File: src/rtl/uart_loader.sv
// uart_loader -- serial boot loader for the tiny16 core.
//
// Receives a program image over an 8N1 UART line and writes it into memory
// as 16-bit words. Image format (all fields big-endian):
//   count[15:8], count[7:0], then count words, each sent as hi byte, lo byte.
// The core is held in reset (cpu_hold) until the last word has been written.
//
// Ports:
//   clk        system clock
//   rst        synchronous, active-high reset
//   rx         asynchronous UART receive line, idle high
//   mem_wr_en  single-cycle memory write strobe
//   mem_addr   word address of the current write (holds between writes)
//   mem_data   word to write, valid while mem_wr_en is high
//   cpu_hold   high while loading; falls in the cycle done pulses
//   done       single-cycle pulse when the image is complete
//   frame_err  sticky flag, set on a stop-bit error, cleared only by rst

module uart_loader #(
    parameter int CLKS_PER_BIT = 139,
    parameter int ADDR_WIDTH   = 16
) (
    input  logic                  clk,
    input  logic                  rst,
    input  logic                  rx,
    output logic                  mem_wr_en,
    output logic [ADDR_WIDTH-1:0] mem_addr,
    output logic [15:0]           mem_data,
    output logic                  cpu_hold,
    output logic                  done,
    output logic                  frame_err
);

    typedef enum logic [1:0] {R_IDLE, R_START, R_DATA, R_STOP} rx_state_t;
    typedef enum logic [2:0] {L_LEN_HI, L_LEN_LO, L_W_HI, L_W_LO, L_DONE} ld_state_t;

    // Counter terminal values: the start bit is sampled half a bit in, every
    // other bit a full bit after the previous sample.
    localparam logic [15:0] FULL_LAST = 16'(CLKS_PER_BIT - 1);
    localparam logic [15:0] HALF_LAST = 16'(CLKS_PER_BIT / 2 - 1);

    // ------------------------------------------------------------------
    // Receiver
    // ------------------------------------------------------------------
    logic       rx_meta, rxs;
    rx_state_t  r_state, r_state_n;
    logic [15:0] clk_cnt, clk_cnt_n;
    logic [2:0] bit_cnt, bit_cnt_n;
    logic [7:0] shift, shift_n;
    logic       byte_valid;   // cycle S: a good stop bit was just sampled
    logic       stop_err;     // cycle S: the stop bit was sampled low

    // NOTE: sequential state uses non-blocking (<=) so every flop samples
    // pre-edge values; combinational blocks below use blocking (=).
    always_ff @(posedge clk) begin
        if (rst) begin
            rx_meta <= 1'b1;
            rxs     <= 1'b1;
            r_state <= R_IDLE;
            clk_cnt <= '0;
            bit_cnt <= '0;
            shift   <= '0;
        end else begin
            rx_meta <= rx;
            rxs     <= rx_meta;
            r_state <= r_state_n;
            clk_cnt <= clk_cnt_n;
            bit_cnt <= bit_cnt_n;
            shift   <= shift_n;
        end
    end

    // NOTE: every output of this block gets a default first, so no path can
    // leave a signal unassigned and infer a latch.
    always_comb begin
        r_state_n  = r_state;
        clk_cnt_n  = clk_cnt + 16'd1;
        bit_cnt_n  = bit_cnt;
        shift_n    = shift;
        byte_valid = 1'b0;
        stop_err   = 1'b0;
        unique case (r_state)
            R_IDLE: begin
                clk_cnt_n = '0;
                bit_cnt_n = '0;
                if (!rxs) r_state_n = R_START;
            end
            R_START: begin
                if (clk_cnt == HALF_LAST) begin
                    clk_cnt_n = '0;
                    // A high line mid start bit was only a glitch.
                    r_state_n = rxs ? R_IDLE : R_DATA;
                end
            end
            R_DATA: begin
                if (clk_cnt == FULL_LAST) begin
                    clk_cnt_n = '0;
                    shift_n   = {rxs, shift[7:1]};   // LSB arrives first
                    bit_cnt_n = bit_cnt + 3'd1;
                    if (bit_cnt == 3'd7) r_state_n = R_STOP;
                end
            end
            R_STOP: begin
                if (clk_cnt == FULL_LAST) begin
                    clk_cnt_n  = '0;
                    r_state_n  = R_IDLE;
                    byte_valid = rxs;
                    stop_err   = !rxs;
                end
            end
            default: r_state_n = R_IDLE;
        endcase
    end

    // ------------------------------------------------------------------
    // Loader
    // ------------------------------------------------------------------
    ld_state_t             ld_state, ld_state_n;
    logic [15:0]           count, count_n;
    logic [7:0]            hi_byte, hi_byte_n;
    logic [ADDR_WIDTH-1:0] word_idx, word_idx_n, idx_inc;
    logic                  wr_n, done_n, hold_n;
    logic [ADDR_WIDTH-1:0] addr_n;
    logic [15:0]           data_n;

    assign idx_inc = word_idx + 1'b1;

    // NOTE: all loader registers, outputs included, take the synchronous
    // reset; there is no memory array here that should be left unreset.
    always_ff @(posedge clk) begin
        if (rst) begin
            ld_state  <= L_LEN_HI;
            count     <= '0;
            hi_byte   <= '0;
            word_idx  <= '0;
            mem_wr_en <= 1'b0;
            mem_addr  <= '0;
            mem_data  <= '0;
            cpu_hold  <= 1'b1;
            done      <= 1'b0;
            frame_err <= 1'b0;
        end else begin
            ld_state  <= ld_state_n;
            count     <= count_n;
            hi_byte   <= hi_byte_n;
            word_idx  <= word_idx_n;
            mem_wr_en <= wr_n;
            mem_addr  <= addr_n;
            mem_data  <= data_n;
            cpu_hold  <= hold_n;
            done      <= done_n;
            if (stop_err) frame_err <= 1'b1;
        end
    end

    always_comb begin
        ld_state_n = ld_state;
        count_n    = count;
        hi_byte_n  = hi_byte;
        word_idx_n = word_idx;
        wr_n       = 1'b0;
        addr_n     = mem_addr;
        data_n     = mem_data;
        done_n     = 1'b0;
        hold_n     = cpu_hold;
        if (stop_err && ld_state != L_DONE) begin
            // A corrupted byte invalidates the image: wait for a new header.
            ld_state_n = L_LEN_HI;
            word_idx_n = '0;
        end else if (byte_valid) begin
            unique case (ld_state)
                L_LEN_HI: begin
                    count_n[15:8] = shift;
                    ld_state_n    = L_LEN_LO;
                end
                L_LEN_LO: begin
                    count_n[7:0] = shift;
                    word_idx_n   = '0;
                    if ({count[15:8], shift} == 16'd0) begin
                        ld_state_n = L_DONE;
                        done_n     = 1'b1;
                        hold_n     = 1'b0;
                    end else begin
                        ld_state_n = L_W_HI;
                    end
                end
                L_W_HI: begin
                    hi_byte_n  = shift;
                    ld_state_n = L_W_LO;
                end
                L_W_LO: begin
                    wr_n       = 1'b1;
                    data_n     = {hi_byte, shift};
                    addr_n     = word_idx;
                    word_idx_n = idx_inc;
                    if (idx_inc == ADDR_WIDTH'(count)) begin
                        ld_state_n = L_DONE;
                        done_n     = 1'b1;
                        hold_n     = 1'b0;
                    end else begin
                        ld_state_n = L_W_HI;
                    end
                end
                L_DONE: ;   // image complete; only rst restarts the loader
                default: ld_state_n = L_LEN_HI;
            endcase
        end
    end

endmodule

File: config.mk
export PLATFORM = sky130hd
export DESIGN_NAME = uart_loader
export DESIGN_NICKNAME = d
export VERILOG_FILES = /design/src/rtl/uart_loader.sv
export SDC_FILE = /design/constraint.sdc
export NUM_CORES = 1
export LEC_CHECK = 0
export BUFFER_PORTS_ARGS = -buffer_cell sky130_fd_sc_hd__buf_4
export CAP_MARGIN = 10
export CORE_UTILIZATION = 50
export CTS_CLUSTER_SIZE = 10
export DETAILED_ROUTE_END_ITERATION = 6
export PLACE_DENSITY = 0.79
export SLEW_MARGIN = 20
export SYNTH_ARGS = -nofsm -noshare
export SYNTH_HDL_FRONTEND = slang
export SYNTH_SLANG_ARGS = --single-unit
export TNS_END_PERCENT = 30
File: constraint.sdc
create_clock -name clk -period 2.5 [get_ports clk]
set_clock_uncertainty 0.05 [all_clocks]
set_input_delay 0.25 -clock clk [delete_from_list [all_inputs] [get_ports clk]]
set_output_delay 0.25 -clock clk [all_outputs]
set_load 0.01 [all_outputs]
==> results of run 1 <==
cells by family after synthesis:
logic type	after synthesis	share of synthesized area, %
AND/OR/NAND/NOR	282	27.4
flip-flops	110	43.6
AO/OA/AOI/OAI	100	12.4
buffers and inverters	54	4.48
XOR/XNOR	31	5.65
multiplexers	25	4.95
adder cells (fa/ha/maj)	6	1.49
layer usage:
layer  vias to the layer above  track usage (%)  wire (microns)
met5                         -                0               0
met4                         0             9.12             185
met3                        12             2.92             438
met2                        94             41.4            6090
met1                      2116             33.1            5820
li1                       2208                -               -
stage by stage:
step / instances / hold WS [ps] / worst slack, ps / instance area, sq um
finish: 794 / 172 / 104 / 5960
global route: 794 / 170 / -10.3 / 5960
CTS: 794 / 159 / 22.7 / 5890
detailed placement: 777 / 344 / 61.7 / 5670
global placement: 777 / 349 / 95.9 / 5670
floorplan: 608 / 304 / 131 / 5050
timing repair:
| item | 4_1_cts | 5_1_grt |
|---|---|---|
| hold buffers | 1 | 0 |
| gates resized for setup | 0 | 18 |
| endpoints found under the setup margin | 0 | 66 |
| endpoints found under the hold margin | 1 | 0 |
worst max-delay path: cells and delay by family (launching register included):
family          cells  cell delay [ps]
compound gates      3             1060
simple gates        3              820
flops               1              400
state kept, by name (all words and copies together) (netlist names), named ones only:
register and count:
mem_data 16, frame_err 1, ld_state 3, bit_cnt 3, word_idx 16, cpu_hold 1, mem_wr_en 1, mem_addr 16
r_state 1, done 1, count 16, rx_meta 1, clk_cnt 16, shift 8, hi_byte 8, rxs 1
how the worst max path moves through the flow:
stage	end	slack, ps	depth (start not counted)
final	done	100	6
after global routing	done	-10	6
after CTS	done	20	6
after detailed placement	done	60	6
after global placement	done	100	6
after floorplan	count[0]	130	9
power groups by stage:
| stage | Clock [mW] | Combinational [mW] | Sequential [mW] |
|---|---|---|---|
| 2_1_floorplan | 0 | 0.0354 | 1.80 |
| 3_3_place_gp | 0 | 0.0513 | 1.80 |
| 3_5_place_dp | 0 | 0.0524 | 1.80 |
| 4_1_cts | 1.09 | 0.0541 | 1.76 |
| 5_1_grt | 1.16 | 0.0587 | 1.76 |
| 6_report | 1.07 | 0.0548 | 1.76 |
layout by cell type (no fill, tap or decap), types with 3 or more instances in the layout:
master    Yosys  final
o21ai_0      10     10
o31a_1        3      3
nand4b_1      3      3
nor2_1       61     61
buf_12        0      4
a31oi_1       7      7
nand2b_1      4      4
nand2_1     103    102
buf_4         3     73
nand4_1       9      9
nor4_1       11      9
xnor2_1      19     19
and2_1        5      5
o211ai_1      4      4
inv_1        12     12
and3_1       13     13
mux2i_1      25     25
ha_1          6      6
or2_2         3      3
a21o_1        4      4
clkinv_4      0      3
or3_1         8      8
nor3_1        9      8
nor4b_1       4      4
dfxtp_1     110    104
xor2_1       11     11
a21oi_1      50     50
clkbuf_8      0      9
dfxtp_2       0      5
a22oi_1       3      3
nand3_1      29     29
cell type report:
| class | count | area share, % |
|---|---|---|
| clock buffers | 9 | 2.08 |
| well taps | 133 | 2.79 |
| repair buffers | 79 | 10.9 |
| clock inverters | 7 | 1.32 |
| multi-input cells | 444 | 45.1 |
| inverters | 12 | 0.756 |
| flip-flops and latches | 110 | 37.1 |
==> run metrics, run 1 <==
Avg Inst Size Synth 8.31 sq um; clock sink count 110; vias in the first global route 4033; worst min-delay path class in -> reg; Worst Setup End Kind flop; per-cell routed wire length 15.8 microns; pwr dens 484 nW/um^2; initial drt markers 201; clk_lat worst skew 390 ps; Clk network pwr share 37.2%; startpoint class of the critical path flop; grt total ovfl 0; status completed; R2R depth 6; CP startpoint word_idx[5]; R2R Setup Slk 100 ps; r2r startpoint word_idx[5]; Yosys cell types 60; Util after Layout 61.0%; area occupied by multi-input gates 2690 sq um; vias 4430; P_sw 0.723 mW; min cycle time layout 2400 ps; net count after synthesis 617; Ys Warns 0; Synth async-reset ratio 0%; max-slew violation count 0; DRT Wirelength 12500 microns; Post-synth EDFFs 0; Worst path slowest cell or4_4; final period utilization 95.8%; final hold vios 0; hold-critical path endpoint ld_state[0]; initial antenna violation count 0; IO Pins 39; Max-Cap Viols 0; fillcell total 856; Fmax achieved 417 MHz; Yosys top cell by area dfxtp_1; Die Ht 103 microns; row cnt 36; critical path required time 2760 ps; layout cell share with drive strength beyond 1 18.3%; register area 2210 sq um; first-pass GRT wire length 19900 microns; WHS Path Cells 2; slowest stage delay, CP 520 ps; Post-Syn Instances 608; Die Footprint 10500 sq um; TritonRoute pass-1 iters 6; most common cell in the netlist dfxtp_1; Sw Share 25.1%; crit-path cells nand3_2 > o41a_1 > a2111oi_2 > nand4_1 > or4_4 > a211oi_2; core footprint 9770 sq um; final HPWL from detailed placement 9000 microns; post-synthesis sequential area ratio 43.6%; PnR Total Power 2.89 mW; root buffer cell clkbuf_8; fin nets 665; CTS tree built; Tot GR Track Use 24.8%; Internal 2.16 mW; crit path DAT 2660 ps; crit path max fanout 4; slew margin rel. 56.6%; Crit Path Category reg -> reg; H-tree depth 3; Num CTS Buffers 9; n_diodes 0; Combinational Power Share 1.9%; top post-synthesis cells by count dfxtp_1, nand2_1, nor2_1; GP Congestion 0.920; Final setup viols 0; Reg power frac 60.9%; setup TNS 0 ps; Starting Density 51.7%; ys flop type dfxtp_1; register bit total from synthesis 110; Pleak 2.24 nW; die width 103 microns; Yosys top cell area share 43.6%; reg2reg end done; Area Growth Syn to Fin 18.0%; postcts setup bufs 0; largest net degree at the start of global routing 58; maximum root-to-sink buffer count 2; mean number of vias per cell 5.58; post-route ant nets 0; Port Buffer Count 38; largest cells by area after synthesis dfxtp_1, nand2_1, a21oi_1; Synth Cell Area 5050 sq um; Max VDD drop 0.000403 V; Residual DRC 0; hold path start rst; Worst-Margin Slew 651 ps; register clock-pin slew on the reported worst setup and hold paths 110 ps
(Power assumes the default switching activity.)
==> run 2: changes to the inputs <==
--- a/config.mk
+++ b/config.mk
@@ -5,12 +5,14 @@
 export SDC_FILE = /design/constraint.sdc
 export NUM_CORES = 1
 export LEC_CHECK = 0
+export ABC_AREA = 1
 export BUFFER_PORTS_ARGS = -buffer_cell sky130_fd_sc_hd__buf_4
 export CAP_MARGIN = 10
 export CORE_UTILIZATION = 50
 export CTS_CLUSTER_SIZE = 10
 export DETAILED_ROUTE_END_ITERATION = 6
 export PLACE_DENSITY = 0.79
+export RECOVER_POWER = 50
 export SLEW_MARGIN = 20
 export SYNTH_ARGS = -nofsm -noshare
 export SYNTH_HDL_FRONTEND = slang
==> run metrics, run 2 <==
Worst path slowest cell nor2_2; crit-path cells inv_1 > ha_1 > nand3_1 > nor4_2 > nand2_2 > nor3_2 > nand2_1 > nor2_2 > nor2_1 > a211oi_1; core footprint 9730 sq um; worst path bufs/invs 1; Fmax achieved 440 MHz; Pleak 1.95 nW; Hold WS 221 ps; R2R Setup Slk 230 ps; Yosys top cell by area dfxtp_1; slowest stage delay, CP 520 ps; fin nets 694; max-slew violation count 0; Final setup viols 0; pre-CTS WS 322 ps; Layout Cells excl Fill 823; Residual DRC 0; Crit Path Category reg -> reg; Port Buffer Count 38; Util after Layout 55.8%; post-route ant nets 0; post-cts sizing count 0; root buffer cell clkbuf_8; mean number of vias per cell 5.44; Post-Syn Instances 648; worst setup margin 227 ps; Inst Count DP 804; post-synthesis sequential area ratio 44.0%; fin area 5430 sq um; final period utilization 90.9%; per-cell routed wire length 14.2 microns; register bit total from synthesis 110; DP Area 5370 sq um; top post-synthesis cells by count dfxtp_1, nand2_1, nor2_1; hold-critical path endpoint r_state[0]; first-pass GRT wire length 19200 microns; clk_lat worst skew 380 ps; vias in the first global route 4170; Yosys top cell area share 44.0%; setup TNS 0 ps; PnR Total Power 2.88 mW; largest cells by area after synthesis dfxtp_1, nand2_1, nor2_1; Yosys cell types 41; r2r startpoint clk_cnt[0]; initial antenna violation count 0; largest net degree at the start of global routing 33; grt total ovfl 0; maximum root-to-sink buffer count 2; fillcell total 967; DRT Wirelength 11700 microns; worst min-delay path class in -> reg; initial drt markers 222; crit path max fanout 16; most frequent cells in the layout dfxtp_1, nand2_1, nor2_1; Die Ht 102 microns; most common cell in the netlist dfxtp_1; Die Footprint 10400 sq um; layout cell share with drive strength beyond 1 10.9%; pwr dens 531 nW/um^2; net count after synthesis 657; IO Pins 39; slew margin rel. 56.5%; GP Congestion 0.907; H-tree depth 3; TritonRoute pass-1 iters 5; Tot GR Track Use 23.8%; CTS tree built; commonest non-fill, non-tap cell in the layout dfxtp_1; Synth Cell Area 5010 sq um; Num CTS Buffers 9; die width 102 microns; Max-Cap Viols 0; final HPWL from detailed placement 8410 microns; Starting Density 51.5%; vias 4474; Avg Inst Size Synth 7.73 sq um; min cycle time layout 2270 ps; Synth async-reset ratio 0%; Largest delay share family, worst path simple AND/OR/NAND/NOR gates; Worst Setup End Kind flop; reg2reg end count[2]; final hold vios 0; crit path DAT 2510 ps; WHS Path Cells 2; critical path required time 2740 ps; hold path start rst; Ys Warns 0; Max VDD drop 0.000310 V; RSZ-0062 raised after global routing false; CP startpoint clk_cnt[0]; register clock-pin slew on the reported worst setup and hold paths 110 ps; row cnt 36; R2R depth 10; n_diodes 0; status completed; clock sink count 110; Worst-Margin Slew 651 ps; startpoint class of the critical path flop; ys flop type dfxtp_1; Post-synth EDFFs 0; Area Growth Syn to Fin 8.47%
[run 2: how the worst max path moves through the flow]
stage                     slack (ps)  depth (start not counted)           end
after detailed placement         320                          8  word_idx[15]
after global routing               9                         15   ld_state[2]
after global placement           420                         12   word_idx[3]
after floorplan                  630                         15   ld_state[1]
final                            230                         10      count[2]
after CTS                        290                          9  word_idx[15]
[run 2: timing repair]
action | CTS | global route
endpoints found under the setup margin | 0 | 1
hold buffers | 1 | 0
endpoints found under the hold margin | 1 | 0
setup buffers | 0 | 1
[run 2: power breakdown]
group,leakage [nW],switching (mW),internal [mW]
clock,0.0945,0.649,0.386
combinational,0.972,0.0600,0.0207
sequential,0.886,0.00745,1.76
total,1.95,0.717,2.17
[run 2: cells by family after synthesis]
family | Yosys count | synth area share [%]
buffers and inverters | 92 | 8.25
AOI/OAI and AO/OA | 136 | 16.7
DFF | 110 | 44.0
and+or+nand+nor | 297 | 28.4
adders and majority gates | 6 | 1.50
xor gates and xnor gates | 7 | 1.22
[run 2: final cells by class]
class / instances / area, sq um / area share, %
Clock buffer: 9 / 124 / 2.28
Clock inverter: 7 / 61.3 / 1.13
Inverter: 69 / 260 / 4.79
Multi-Input combinational cell: 447 / 2390 / 44.1
Sequential cell: 110 / 2200 / 40.5
Tap cell: 133 / 166 / 3.06
Timing Repair Buffer: 48 / 224 / 4.12
[run 2: metal layers]
layer  global-route usage (%)  vias to the layer above  wire length (microns)
li1                         -                     2268                      -
met1                     28.5                     2062                   5100
met2                     42.1                      119                   5750
met3                     3.01                       25                    405
met4                     11.3                        0                    407
met5                        0                        -                      0
